==> src/rtl/if_id_buffer.sv <==
// if_id_buffer: in-order queue between instruction fetch and decode.
// It stores {PC+4, Instruction} pairs from fetch and presents the oldest
// pair to decode. When the queue is full and decode stalls, it raises
// freeze so that fetch holds its PC. A taken branch discards every queued
// pair and also drops the wrong-path pair presented in that same cycle.
// Optional build macro IF_ID_PERF_EN adds saturating counters for freeze
// cycles and flushed entries, together with their output ports.
module if_id_buffer #(
  parameter int WIDTH = 32,
  parameter int DEPTH = 2,
  localparam int PTR_W = $clog2(DEPTH)
) (
  input  logic             clk,
  input  logic             rst,
  input  logic [WIDTH-1:0] PC,
  input  logic [WIDTH-1:0] Instruction,
  input  logic             Branch_taken,
  input  logic             id_stall,
  output logic             freeze,
  output logic [WIDTH-1:0] PC_out,
  output logic [WIDTH-1:0] Instruction_out,
  output logic             valid_out
`ifdef IF_ID_PERF_EN
  ,
  output logic [15:0]      freeze_cycles,
  output logic [15:0]      flushed_entries
`endif
);

  localparam logic [PTR_W:0] FULL_CNT = (PTR_W + 1)'(DEPTH);

  logic [2*WIDTH-1:0] storage_q [DEPTH];
  logic [PTR_W-1:0]   wr_ptr_q, wr_ptr_d;
  logic [PTR_W-1:0]   rd_ptr_q, rd_ptr_d;
  logic [PTR_W:0]     count_q, count_d;
  logic               full, empty, wr_en, rd_en;

  assign full  = (count_q == FULL_CNT);
  assign empty = (count_q == '0);

  // Outputs come straight from the head entry so that decode sees a newly
  // written pair one cycle after fetch presents it.
  assign valid_out       = !empty;
  assign PC_out          = empty ? '0 : storage_q[rd_ptr_q][2*WIDTH-1:WIDTH];
  assign Instruction_out = empty ? '0 : storage_q[rd_ptr_q][WIDTH-1:0];
  assign freeze          = full & id_stall & !Branch_taken;

  // A write at full is accepted only because a read frees a slot in the
  // same cycle. Otherwise freeze is high and the write is blocked.
  assign wr_en = !freeze & !Branch_taken;
  assign rd_en = !empty & !id_stall & !Branch_taken;

  // Next state for the pointers and occupancy when there is no flush.
  always_comb begin
    wr_ptr_d = wr_en ? wr_ptr_q + PTR_W'(1) : wr_ptr_q;
    rd_ptr_d = rd_en ? rd_ptr_q + PTR_W'(1) : rd_ptr_q;
    count_d  = count_q + {{PTR_W{1'b0}}, wr_en} - {{PTR_W{1'b0}}, rd_en};
  end

  // Update the pointers and occupancy. Reset has priority, then flush,
  // then normal operation.
  always_ff @(posedge clk) begin
    if (rst || Branch_taken) begin
      wr_ptr_q <= '0;
      rd_ptr_q <= '0;
      count_q  <= '0;
    end else begin
      wr_ptr_q <= wr_ptr_d;
      rd_ptr_q <= rd_ptr_d;
      count_q  <= count_d;
    end
  end

  // Each storage slot captures the fetch pair when the write pointer
  // selects it. Every slot clears on reset so the outputs read zero.
  generate
    for (genvar gi = 0; gi < DEPTH; gi++) begin : g_slot
      always_ff @(posedge clk) begin
        if (rst) begin
          storage_q[gi] <= '0;
        end else if (wr_en && (wr_ptr_q == PTR_W'(gi))) begin
          storage_q[gi] <= {PC, Instruction};
        end
      end
    end
  endgenerate

`ifdef IF_ID_PERF_EN
  logic [15:0] freeze_cycles_q, freeze_cycles_d;
  logic [15:0] flushed_entries_q, flushed_entries_d;
  logic [16:0] flush_sum;

  assign flush_sum = {1'b0, flushed_entries_q} + 17'(count_q);

  // Both counters saturate at all-ones instead of wrapping.
  always_comb begin
    freeze_cycles_d   = freeze_cycles_q;
    flushed_entries_d = flushed_entries_q;
    if (freeze && (freeze_cycles_q != 16'hFFFF)) begin
      freeze_cycles_d = freeze_cycles_q + 16'd1;
    end
    if (Branch_taken) begin
      flushed_entries_d = flush_sum[16] ? 16'hFFFF : flush_sum[15:0];
    end
  end

  // Register the counters. Reset clears both.
  always_ff @(posedge clk) begin
    if (rst) begin
      freeze_cycles_q   <= '0;
      flushed_entries_q <= '0;
    end else begin
      freeze_cycles_q   <= freeze_cycles_d;
      flushed_entries_q <= flushed_entries_d;
    end
  end

  assign freeze_cycles   = freeze_cycles_q;
  assign flushed_entries = flushed_entries_q;
`endif

endmodule

==> config.mk <==
export PLATFORM = sky130hd
export DESIGN_NAME = if_id_buffer
export DESIGN_NICKNAME = d
export VERILOG_FILES = /design/src/rtl/if_id_buffer.sv
export SDC_FILE = /design/constraint.sdc
export NUM_CORES = 1
export LEC_CHECK = 0
export CAP_MARGIN = 40
export CORE_ASPECT_RATIO = 1.4
export CORE_UTILIZATION = 46
export CTS_CLUSTER_SIZE = 20
export DETAILED_ROUTE_END_ITERATION = 7
export HOLD_SLACK_MARGIN = 0.03
export PLACE_DENSITY = 0.75
export SYNTH_ARGS = -nofsm -noshare
export SYNTH_HDL_FRONTEND = slang
export SYNTH_SLANG_ARGS = --single-unit
==> constraint.sdc <==
create_clock -name clk -period 2.4 [get_ports clk]
set_clock_uncertainty 0.05 [all_clocks]
set_input_delay 0.48 -clock clk [delete_from_list [all_inputs] [get_ports clk]]
set_output_delay 0.48 -clock clk [all_outputs]
set_load 0.005 [all_outputs]
# [Word level (Yosys, flattened, before mapping)]
# Memory sizes are Yosys's and may differ from the RTL's. A register that Yosys moved wholly into a read port is not among the register bits.
# Index checks and enable logic that the tools add are counted.
[totals] n_memories=1 output_inout_bits=66 ram_bits=128 elab_cells=39 regBits=4 in_bits=68
[classes] n_eq_ne=1 reduce_logical=8 n_addsub=4 bitwise=8 mux=14
[memory_table] memory="storage_q" words=2 word_bits=64 rd=1 rd_clocked_by_memory_dff=1 write_ports=2 line_no="32" rtl="logic [2*WIDTH-1:0] storage_q [DEPTH];"
[op_table] op="2-to-1 mux 64 bit" count=2
[op_table] op="2-to-1 mux 32 bit" count=2
[op_table] op="2-to-1 mux 1 bit" count=10
[op_table] op="bitwise AND 1 bit" count=5
[op_table] op="logical NOT 1 bit" count=4
[op_table] op="adder 1 bit, second input constant" count=2
[op_table] op="adder 2 x 1 -> 2 bit" count=1
[op_table] op="== test 2 bit, second input constant" count=1
[op_table] op="logical AND 1 bit" count=2
[op_table] op="logical NOT 2 bit" count=1
[op_table] op="OR 1 bit" count=2
[op_table] op="subtractor 2 x 1 -> 2 bit" count=1
[op_table] op="logical OR 1 bit" count=1
[op_table] op="NOT 1 bit" count=1

# [Logic depth before layout (Yosys ltp)]
# Gate-level depths: netlist of run 1.
[depth] depth_word=10 depth_mapped=8

# [Least setup slack after synthesis of run 1]
# No wires, ideal clock.
[synth_timing] kind="input port to flip-flop" start="input Branch_taken" end="memory storage_q[0][0] in the netlist's numbering, enable pin" path_buffers=1 stages=3 required_ps=1929 path_slack_ps=-101 t_arrival_ps=2030 path_cell_list="buf_6 > nor2_1 > a21o_1"
[synth_lines] item="from (decl)" line_no="17" rtl="input logic Branch_taken,"
[synth_lines] item="to (decl)" line_no="32"

==> summary.md, run 1 <==
| Metric | Value |
|---|---|
| N_diodes | `0` |
| Prevailing post-synth register cell | `edfxtp_1` |
| Latest clock arrival within the worst-skew pair | `400 ps` |
| Full die area | `14,800 um^2` |
| Longest Clk Path Bufs | `2` |
| CTS buffer count | `17` |
| Syn nets | `600` |
| Final setup viols | `0` |
| Clk root buf | `clkbuf_16` |
| Initial antenna violation count | `0` |
| Nets | `723` |
| Final Max Slew Viols | `0` |
| RSZ-0062 raised after global routing | `true` |
| Worst VDD drop | `434 uV` |
| Synthesized area | `6590 um^2` |
| Max_slew headroom | `0.572` |
| Final WL | `14,500 um` |
| Worst Setup End Kind | `output pin` |
| Final Cycle Share | `0.977` |
| Dpl hpwl | `8960 um` |
| Post-synth EDFFs | `128` |
| Outcome | `finished, final reports clean` |
| Ports | `134` |
| CTS tree | `yes` |
| PortBufs | `133` |
| CORE AREA | `14,000 um^2` |
| Leak | `2.90 nW` |
| DRC | `0` |
| Chip height | `144 um` |
| Sink Count | `133` |
| R2r worst-path depth | `3` |
| Hold crit path type | `input pin to flop` |
| Vias in the first global route | `4,545` |
| Synthesized instance count | `530` |
| Initial core utilization | `0.471` |
| Final ANT Viol Nets | `0` |
| H-tree lvl count | `4` |
| Synth cell types | `23` |
| Seq cells post-synth | `133` |
| Area contributors post-synth | `edfxtp_1 (58%), mux2i_1 (9.9%), nor3b_2 (9.3%)` |
| Synth cell count leaders | `edfxtp_1 (128), nor2_1 (70), mux2i_1 (65), nand2_1 (65), nor3_1 (65)` |
| Hold WS | `530 ps` |
| Via count | `4,487` |
| Fin crit period | `2350 ps` |
| Post-synth top area share | `0.584` |
| Setup ws final | `54.3 ps` |
| CP Class | `flop to output pin` |
| Synth Warn # | `0` |
| F_max | `0.426 GHz` |
| Area Overhead vs Synth | `32.4%` |
| Wire per inst | `17.0 um` |
| Leading area contributor after synthesis | `edfxtp_1` |
| Data required, critical path | `1870 ps` |
| GRT Resource Usage Total | `0.203` |
| Clock transition at the registers of the reported paths | `50 ps` |
| Iteration-0 DRC Markers | `233` |
| Slew @ Worst Pin | `643 ps` |
| Share of post-route cells with drive strength above 1 | `0.168` |
| CP endpoint | `Instruction_out[27]` |
| Detailed Routing Iterations Pass 1 | `4` |
| Pwr Total | `5.68 mW` |
| Fill count | `1,068` |
| Via/cell ratio | `5.27` |
| Fin area | `8720 um^2` |
| Worst EP arrival | `1820 ps` |
| Power Density | `652 nW/um^2` |
| GRT overflow | `0` |
| Largest net degree at the start of global routing | `83` |
| CP max FO | `24` |
| Worst reg-to-reg setup slack | `610 ps` |
| Die W | `103 um` |
| Setup crit start kind | `flop` |
| Row cnt | `51` |
| Top-count cell post-synth | `edfxtp_1` |
| Pre-CTS WS | `58.0 ps` |
| Reg-to-reg endpoint | `storage_q[1][50]` |
| Startpoint of the worst-slack reg-to-reg timing path | `count_q[0]` |
| Setup TNS Final | `0 ps` |
| Sequential area share after synthesis | `0.599` |
| Synthesized area per cell | `12.4 um^2` |
| Hold_buf cts | `0` |
| GP Congestion | `0.741` |
| Async S/R FF share, synth | `0` |
| Max Cap Viol | `0` |
| Fin. Hold Viols | `0` |
| Area after DPL | `8160 um^2` |
| First-pass GRT wire length | `22,500 um` |
critical path, stage by stage, from the launching register on:
cell and delay (ps):
dfxtp_4 400, buf_12 220, mux2i_1 100, nor2_1 160
clkdlybuf4s50_1 530
metrics by stage:
stage | std cells | util
detailed placement | 817 | 0.584
global route | 851 | 0.624
finish | 851 | 0.624
global placement | 816 | 0.582
CTS | 851 | 0.623
floorplan | 530 | -
cell usage in the layout (no fill, tap or decap), types with 2 or more instances in the layout:
cell type | Yosys | final
nor3b_2 | 49 | 49
dfxtp_2 | 0 | 3
nor3b_1 | 16 | 16
edfxtp_1 | 128 | 128
clkdlybuf4s50_1 | 0 | 131
mux2_2 | 2 | 2
nor2_1 | 70 | 68
dlymetal6s2s_1 | 0 | 2
nand2_1 | 65 | 65
mux2i_2 | 0 | 2
nor3_1 | 65 | 65
buf_4 | 0 | 11
ha_1 | 2 | 2
clkinvlp_4 | 0 | 2
mux2i_1 | 65 | 63
clkbuf_16 | 0 | 17
clkinv_2 | 0 | 5
inv_1 | 4 | 4
buf_12 | 0 | 9
clkinv_1 | 0 | 2
clkbuf_1 | 15 | 4
what timing repair did:
action / 4_1_cts / 5_1_grt
buffers inserted: 2 / 0
setup endpoints to repair: 54 / 21
pin swaps: 0 / 2
gates resized for setup: 2 / 6
cell type report:
type,count,area [um^2],area share
clock buffers,21,440,0.0505
inverters,4,15.0,0.00172
clock inverters,11,86.3,0.00990
repair buffers,154,1610,0.185
well taps,185,231,0.0265
flip-flops and latches,133,3950,0.453
multi-input cells,343,2380,0.273
layer usage:
layer / GRT usage / up-vias / part of all wire
met5: 0 / - / 0
li1: - / 2147 / -
met2: 0.371 / 107 / 0.55
met4: 0.0623 / 0 / 0.013
met1: 0.238 / 2220 / 0.41
met3: 0.0384 / 13 / 0.030
registers in the layout (all words and copies together), names as in the netlist, named ones only:
register / count
storage_q: 128
count_q: 2
rd_ptr_q: 1
wr_ptr_q: 1
power by group:
part | total [mW] | leakage [nW] | internal (mW) | switching (mW)
Sequential | 2.75 | 1.41 | 2.70 | 0.0449
Clock | 2.31 | 0.255 | 1.41 | 0.908
Combinational | 0.619 | 1.24 | 0.314 | 0.306
Total | 5.68 | 2.90 | 4.42 | 1.26
worst min path at each step:
stage | start | to | slack (ps) | depth (start not counted)
after floorplan | wr_ptr_q | wr_ptr_q | 540 | 2
after global placement | rd_ptr_q | flop | 600 | 2
after detailed placement | wr_ptr_q | storage_q[1][18] | 640 | 2
after CTS | count_q[0] | count_q[0] | 630 | 3
after global routing | id_stall | flop | 580 | 3
final | id_stall | flop | 530 | 3
cell families (layout without fill, tap and decap cells):
kind of cell               Yosys count  count (layout)  synth area share
and+or+nand+nor                    270             270             0.244
muxes                               67              67             0.102
adders and majority gates            2               2           0.00380
buffers and inverters               54             190            0.0441
xor gates and xnor gates             1               1           0.00342
AOI/OAI and AO/OA                    3               3           0.00361
DFF                                133             133             0.599
Power figures use the tool's default switching activity.
==> run 2, diff against run 1 <==
CORE_MARGIN = 2   (was default)
==> run 2 against run 1 <==
  * Cell count stayed put
  * Final area is 1.5% higher
  * Non-clock buffer count stayed put
  * Sequential cell count stayed put
  * Worst hold slack better by 16 ps
  * Global-route usage is 0.11 points lower
  * Clock power is 18% higher
  * Critical path type unchanged
  * Critical endpoint is now PC_out[6]
  * Largest power group unchanged
==> summary.md, run 2 (same netlist as run 1, synthesis figures left out) <==
| Metric | Value |
|---|---|
| Outcome | `finished, final reports clean` |
| Data required, critical path | `1870 ps (about the same)` |
| GP Congestion | `0.752 (+1.6%)` |
| Detailed Routing Iterations Pass 1 | `4 (unchanged)` |
| Via/cell ratio | `5.32 (+0.94%)` |
| Routed length on met2 | `8370 um (+5.4%)` |
| Ports | `134 (unchanged)` |
| Commonest non-fill, non-tap cell in the layout | `clkdlybuf4s50_1` |
| WL met1 | `5660 um (-4.6%)` |
| Longest Clk Path Bufs | `2 (unchanged)` |
| Startpoint of the worst-slack reg-to-reg timing path | `count_q[0]` |
| Hold WS | `546 ps (+15.9 ps)` |
| R2r worst-path depth | `3 (unchanged)` |
| Initial antenna violation count | `0 (unchanged)` |
| Top Registers | `storage_q x128, count_q x2` |
| Max Cap Viol | `0 (unchanged)` |
| Row cnt | `51 (unchanged)` |
| CTS buffer count | `17 (unchanged)` |
| Final Cycle Share | `0.980 (+0.00238)` |
| Final ANT Viol Nets | `0 (unchanged)` |
| Wire per inst | `17.5 um (+2.4%)` |
| Final Max Slew Viols | `0 (unchanged)` |
| Latest clock arrival within the worst-skew pair | `400 ps (about the same)` |
| Area Overhead vs Synth | `34.4%` |
| Max_slew headroom | `0.599 (+0.0275)` |
| Setup ws final | `48.6 ps (-5.72 ps)` |
| Clk root buf | `clkbuf_16` |
| H-tree lvl count | `4 (unchanged)` |
| Worst Min Path Start | `id_stall` |
| Via count | `4,529 (+0.94%)` |
| Pwr Total | `6.09 mW (+7.3%)` |
| Fin crit period | `2350 ps (+5.72 ps)` |
| Worst reg-to-reg setup slack | `680 ps (+70 ps)` |
| Full die area | `15,300 um^2 (+3.4%)` |
| GRT Resource Usage Total | `0.202 (-0.00108)` |
| Hold_buf cts | `0 (unchanged)` |
| RSZ-0062 raised after global routing | `true` |
| Fin. Hold Viols | `0 (unchanged)` |
| CP endpoint | `PC_out[6]` |
| Largest net degree at the start of global routing | `54 (-35%)` |
| Sink Count | `133 (unchanged)` |
| Iteration-0 DRC Markers | `228 (-2.1%)` |
| Slew @ Worst Pin | `601 ps (-41.3 ps)` |
| Worst EP arrival | `1820 ps (about the same)` |
| Power Density | `688 nW/um^2 (+5.6%)` |
| Final WL | `14,900 um (+2.4%)` |
| CORE AREA | `14,000 um^2 (unchanged)` |
| Nets | `723 (unchanged)` |
| Top Layer Used | `met4` |
| Pre-CTS WS | `23.6 ps (-34.4 ps)` |
| Worst Setup End Kind | `output pin` |
| Final setup viols | `0 (unchanged)` |
| GRT overflow | `0 (unchanged)` |
| Share of post-route cells with drive strength above 1 | `0.176 (+0.00751)` |
| CP Class | `flop to output pin` |
| Largest register FFs | `128 (unchanged)` |
| Chip height | `146 um (+1.4%)` |
| Top reg by flops | `storage_q` |
| N_diodes | `0 (unchanged)` |
| CTS tree | `yes` |
| Commonest non-fill, non-tap cells in the layout | `clkdlybuf4s50_1 (130), edfxtp_1 (128), nand2_1 (65), nor3_1 (65), mux2i_1 (64)` |
| Leak | `2.97 nW (+2.3%)` |
| Setup crit start kind | `flop` |
| Reg-to-reg endpoint | `storage_q[1][26]` |
| PortBufs | `133 (unchanged)` |
| DRC | `0 (unchanged)` |
| Worst VDD drop | `469 uV (+8.1%)` |
| Vias in the first global route | `4,842 (+6.5%)` |
| Dpl hpwl | `9450 um (+5.5%)` |
| Routed length on met3 | `528 um (+19%)` |
| Initial core utilization | `0.471 (unchanged)` |
| Hold crit path type | `input pin to flop` |
| CP max FO | `30 (+25%)` |
| F_max | `0.425 GHz (-0.24%)` |
| Clock transition at the registers of the reported paths | `50 ps (about the same)` |
| First-pass GRT wire length | `24,100 um (+7.2%)` |
| Die W | `105 um (+1.9%)` |
run 2: cell count changes in the layout (fill, tap and decap cells not counted), moves of 2 or more:
cell	previous run	this run
nor2_1	68	62
nor2_2	1	7
buf_16	0	2
clkinv_2	5	3
bufinv_16	1	5
run 2: critical path: stages, from the launching register on:
cell	delay, ps
dfxtp_4	380
buf_16	230
mux2i_1	100
nor2_1	140
clkdlybuf4s50_1	530
run 2: how the worst min path moves through the flow:
stage               depth (start not counted)  slack (ps)         end
global route                                3         580        flop
floorplan                                   2         540    wr_ptr_q
detailed placement                          2         630        flop
CTS                                         3         620  count_q[0]
global placement                            2         610        flop
finish                                      3         550    rd_ptr_q
run 2: power breakdown:
group	internal, mW	leakage [nW]	total, mW	switching, mW
clock network	1.83	0.300	2.73	0.900
registers	2.70	1.41	2.75	0.0467
logic	0.310	1.26	0.618	0.307
run 2: area by class of cell:
cell class	count	area (um^2)
well taps	185	231
fillers	1050	5120
flip-flops and latches	133	3950
repair buffers	154	1640
clock buffers	20	437
inverters	4	15.0
multi-input cells	343	2390
clock inverters	12	184
run 2: stage by stage:
stage / util / instance area, um^2 / cells / setup TNS (ps)
final: 0.634 / 8850 / 851 / 0
after detailed placement: 0.586 / 8180 / 818 / 0
after CTS: 0.631 / 8820 / 850 / 0
after global routing: 0.634 / 8850 / 851 / -231
after floorplan: - / 6590 / 530 / 0
after global placement: 0.584 / 8160 / 817 / -2170
run 2: metal layers:
metal / vias to the layer above / GRT usage
met3: 18 / 0.0358
met1: 2239 / 0.222
met4: 0 / 0.0800
met5: - / 0
li1: 2151 / -
met2: 121 / 0.381
run 2: timing repair:
item,CTS,global route
endpoints found under the setup margin,13,39
resized for setup,7,8
pin swaps,0,2
endpoints found under the hold margin,0,0
setup buffers,0,1
cloned,0,0
==> run 3, diff against run 2 <==
CORE_MARGIN = default   (was 2)
clock period = 2 ns   (was 2.4 ns; I/O delays follow)
==> run 3 against run 2 <==
  * The run now ends with setup timing left
  * Via count increased by 5.4%
  * Worst hold slack improved by 66 ps
  * Clock power increased by 11%
  * Non-clock buffer count increased by 51
  * Register-to-register slack got worse by 430 ps
  * Setup slack got worse by 150 ps
  * Power increased by 19%
  * Cell count increased by 5.9%
  * Critical path depth increased by 3
  * Wire length increased by 14%
  * Global-route usage increased by 3.1 points
  * Critical endpoint is now PC_out[1]
==> summary.md, run 3 (same netlist as run 1, synthesis figures left out) <==
| Metric | Value |
|---|---|
| Pwr Total | `7.26 mW (+19%)` |
| RSZ-0062 raised after global routing | `true` |
| First-pass GRT wire length | `25,300 um (+5.2%)` |
| Sink Count | `133 (unchanged)` |
| Final Cycle Share | `1.05` |
| Critical path buffers and inverters | `5 (+3)` |
| FF+latch area | `3950 um^2 (about the same)` |
| Combinational Power Share | `0.127 (+0.026)` |
| CTS buffer count | `17 (unchanged)` |
| Max Cap Viol | `0 (unchanged)` |
| Slew @ Worst Pin | `323 ps (-278 ps)` |
| CP max FO | `7 (-77%)` |
| Share of post-route cells with drive strength above 1 | `0.304 (+0.129)` |
| Area Overhead vs Synth | `42.5%` |
| Fin. Hold Viols | `0 (unchanged)` |
| Commonest non-fill, non-tap cell in the layout | `edfxtp_1` |
| Switching part of the total | `0.222 (+0.0158)` |
| Final setup viols | `16 (+16)` |
| Fin crit period | `2100 ps` |
| Via/cell ratio | `5.30 (-0.44%)` |
| Failing checks | `setup timing` |
| Most used cell, CP | `buf_12` |
| Worst Setup End Kind | `output pin` |
| Via count | `4,774 (+5.4%)` |
| Data required, critical path | `1550 ps (-320 ps)` |
| Nets | `774 (+7.1%)` |
| Longest Clk Path Bufs | `2 (unchanged)` |
| Setup TNS Final | `-482 ps (-482 ps)` |
| Initial antenna violation count | `0 (unchanged)` |
| Max_slew headroom | `0.784 (+0.185)` |
| R2r worst-path depth | `9 (+6)` |
| Final ANT Viol Nets | `0 (unchanged)` |
| Layout Cells excl Fill | `901 (+5.9%)` |
| Clk root buf | `clkbuf_16` |
| Chip height | `144 um (-1.4%)` |
| PortBufs | `133 (unchanged)` |
| Outcome | `complete, but fails checks` |
| F_max | `0.476 GHz` |
| CTS tree | `yes` |
| Crit-path slowest cell | `dfxtp_4` |
| Hold Path Stages | `3 (unchanged)` |
| Top Registers | `storage_q x128, count_q x2` |
| Hold crit path type | `input pin to flop` |
| Vias in the first global route | `4,985 (+3.0%)` |
| DRC | `0 (unchanged)` |
| Die W | `103 um (-1.9%)` |
| Power share of the clock group | `0.418 (-0.029)` |
| Power Density | `774 nW/um^2 (+12%)` |
| Worst reg-to-reg setup slack | `250 ps (-430 ps)` |
| CP cell instances | `buf_12, buf_12, buf_16, buf_4, mux2i_1, nor2_1, buf_2` |
| Pre-CTS WS | `-136 ps (-160 ps)` |
| Final Max Slew Viols | `0 (unchanged)` |
| Internal power | `5.65 mW (+17%)` |
| Initial core utilization | `0.471 (unchanged)` |
| GRT overflow | `0 (unchanged)` |
| Iteration-0 DRC Markers | `279 (+22%)` |
| Wire per inst | `18.9 um (+8.0%)` |
| Worst VDD drop | `506 uV (+7.8%)` |
| CP Class | `flop to output pin` |
| Commonest non-fill, non-tap cells in the layout | `edfxtp_1 (128), clkdlybuf4s50_1 (67), nor2_1 (65), nand2_1 (65), nor3_1 (65)` |
| H-tree lvl count | `4 (unchanged)` |
| Clock transition at the registers of the reported paths | `60 ps (about the same)` |
| Leak | `3.48 nW (+17%)` |
| Worst Min Path Start | `Instruction[13]` |
| Reg-to-reg endpoint | `count_q[1]` |
| Startpoint of the worst-slack reg-to-reg timing path | `count_q[0]` |
| GRT Resource Usage Total | `0.233 (+0.0311)` |
| Ports | `134 (unchanged)` |
| Top reg by flops | `storage_q` |
| Final WL | `17,000 um (+14%)` |
| Top delay family on crit path | `buffers and inverters` |
| Worst EP arrival | `1650 ps (-170 ps)` |
| Register share of total power | `0.455 (+0.004)` |
| Dpl hpwl | `9530 um (+0.89%)` |
| Fill count | `991 (-5.6%)` |
| Setup ws final | `-101 ps (-150 ps)` |
| Post-layout util | `0.672 (+0.0382)` |
| DP Cell Count | `828 (+1.2%)` |
| Switching power | `1.61 mW (+28%)` |
| Hold path endpoint | `storage_q[1][13]` |
| GP Congestion | `0.789 (+4.8%)` |
| Row cnt | `51 (unchanged)` |
| Latest clock arrival within the worst-skew pair | `410 ps (about the same)` |
| CP max stage delay | `360 ps (-170 ps)` |
| Detailed Routing Iterations Pass 1 | `4 (unchanged)` |
| CORE AREA | `14,000 um^2 (unchanged)` |
| Area of the multi-input gates | `2460 um^2 (+2.7%)` |
| N_diodes | `0 (unchanged)` |
| Setup crit start kind | `flop` |
| Largest register FFs | `128 (unchanged)` |
| Full die area | `14,800 um^2 (-3.2%)` |
| Largest net degree at the start of global routing | `40 (-26%)` |
run 3: cell count changes in the layout (fill, tap and decap cells not counted), moves of 10 or more:
| cell | previous run | this run |
|---|---|---|
| buf_12 | 8 | 26 |
| clkdlybuf4s50_1 | 130 | 67 |
| buf_4 | 10 | 25 |
| buf_6 | 1 | 11 |
| buf_2 | 0 | 47 |
run 3: how the worst max path moves through the flow:
stage	slack [ps]	from	end	depth (start not counted)
floorplan	40	Branch_taken	storage_q[1][0]	3
detailed placement	-140	id_stall	count_q[1]	9
global route	-140	flop	PC_out[1]	7
CTS	-140	flop	Instruction_out[27]	7
finish	-100	flop	PC_out[1]	7
global placement	-130	id_stall	freeze	4
run 3: tightest hold or removal path, stage by stage:
cell,delay [ps]
clkdlybuf4s50_1,410
nand2_1,70
nor3_1,40
run 3: cell type report:
cell class,count,share of cell area
tap,185,0.0247
inverter,4,0.00160
multi-input combinational,343,0.262
clock buffer,18,0.0457
timing repair buffer,205,0.230
sequential,133,0.421
clock inverter,13,0.0149
run 3: through the flow:
step	hold WS, ps	area (um^2)
detailed placement	635	8340
global placement	615	8340
CTS	605	9200
finish	612	9390
global route	615	9390
floorplan	539	6590
run 3: per-layer routing:
layer,wire [um],vias to the layer above,track usage
met5,0,-,0
met3,703,29,0.0389
met2,9130,157,0.419
met4,455,0,0.0986
li1,-,2253,-
met1,6700,2335,0.271
run 3: power by group through the flow:
stage          sequential, mW  combinational (mW)  clock, mW
2_1_floorplan            3.34               0.378          0
3_3_place_gp             3.34               0.773          0
3_5_place_dp             3.35               0.790          0
4_1_cts                  3.30               0.844       3.04
5_1_grt                  3.32               0.983       3.23
6_report                 3.30               0.923       3.04
run 3: timing repair:
item,4_1_cts,5_1_grt
setup endpoints to repair,66,56
gates cloned,5,5
hold buffers,0,0
gates resized for setup,232,31
endpoints found under the hold margin,0,0
pin swaps,34,20
buffers inserted,29,8
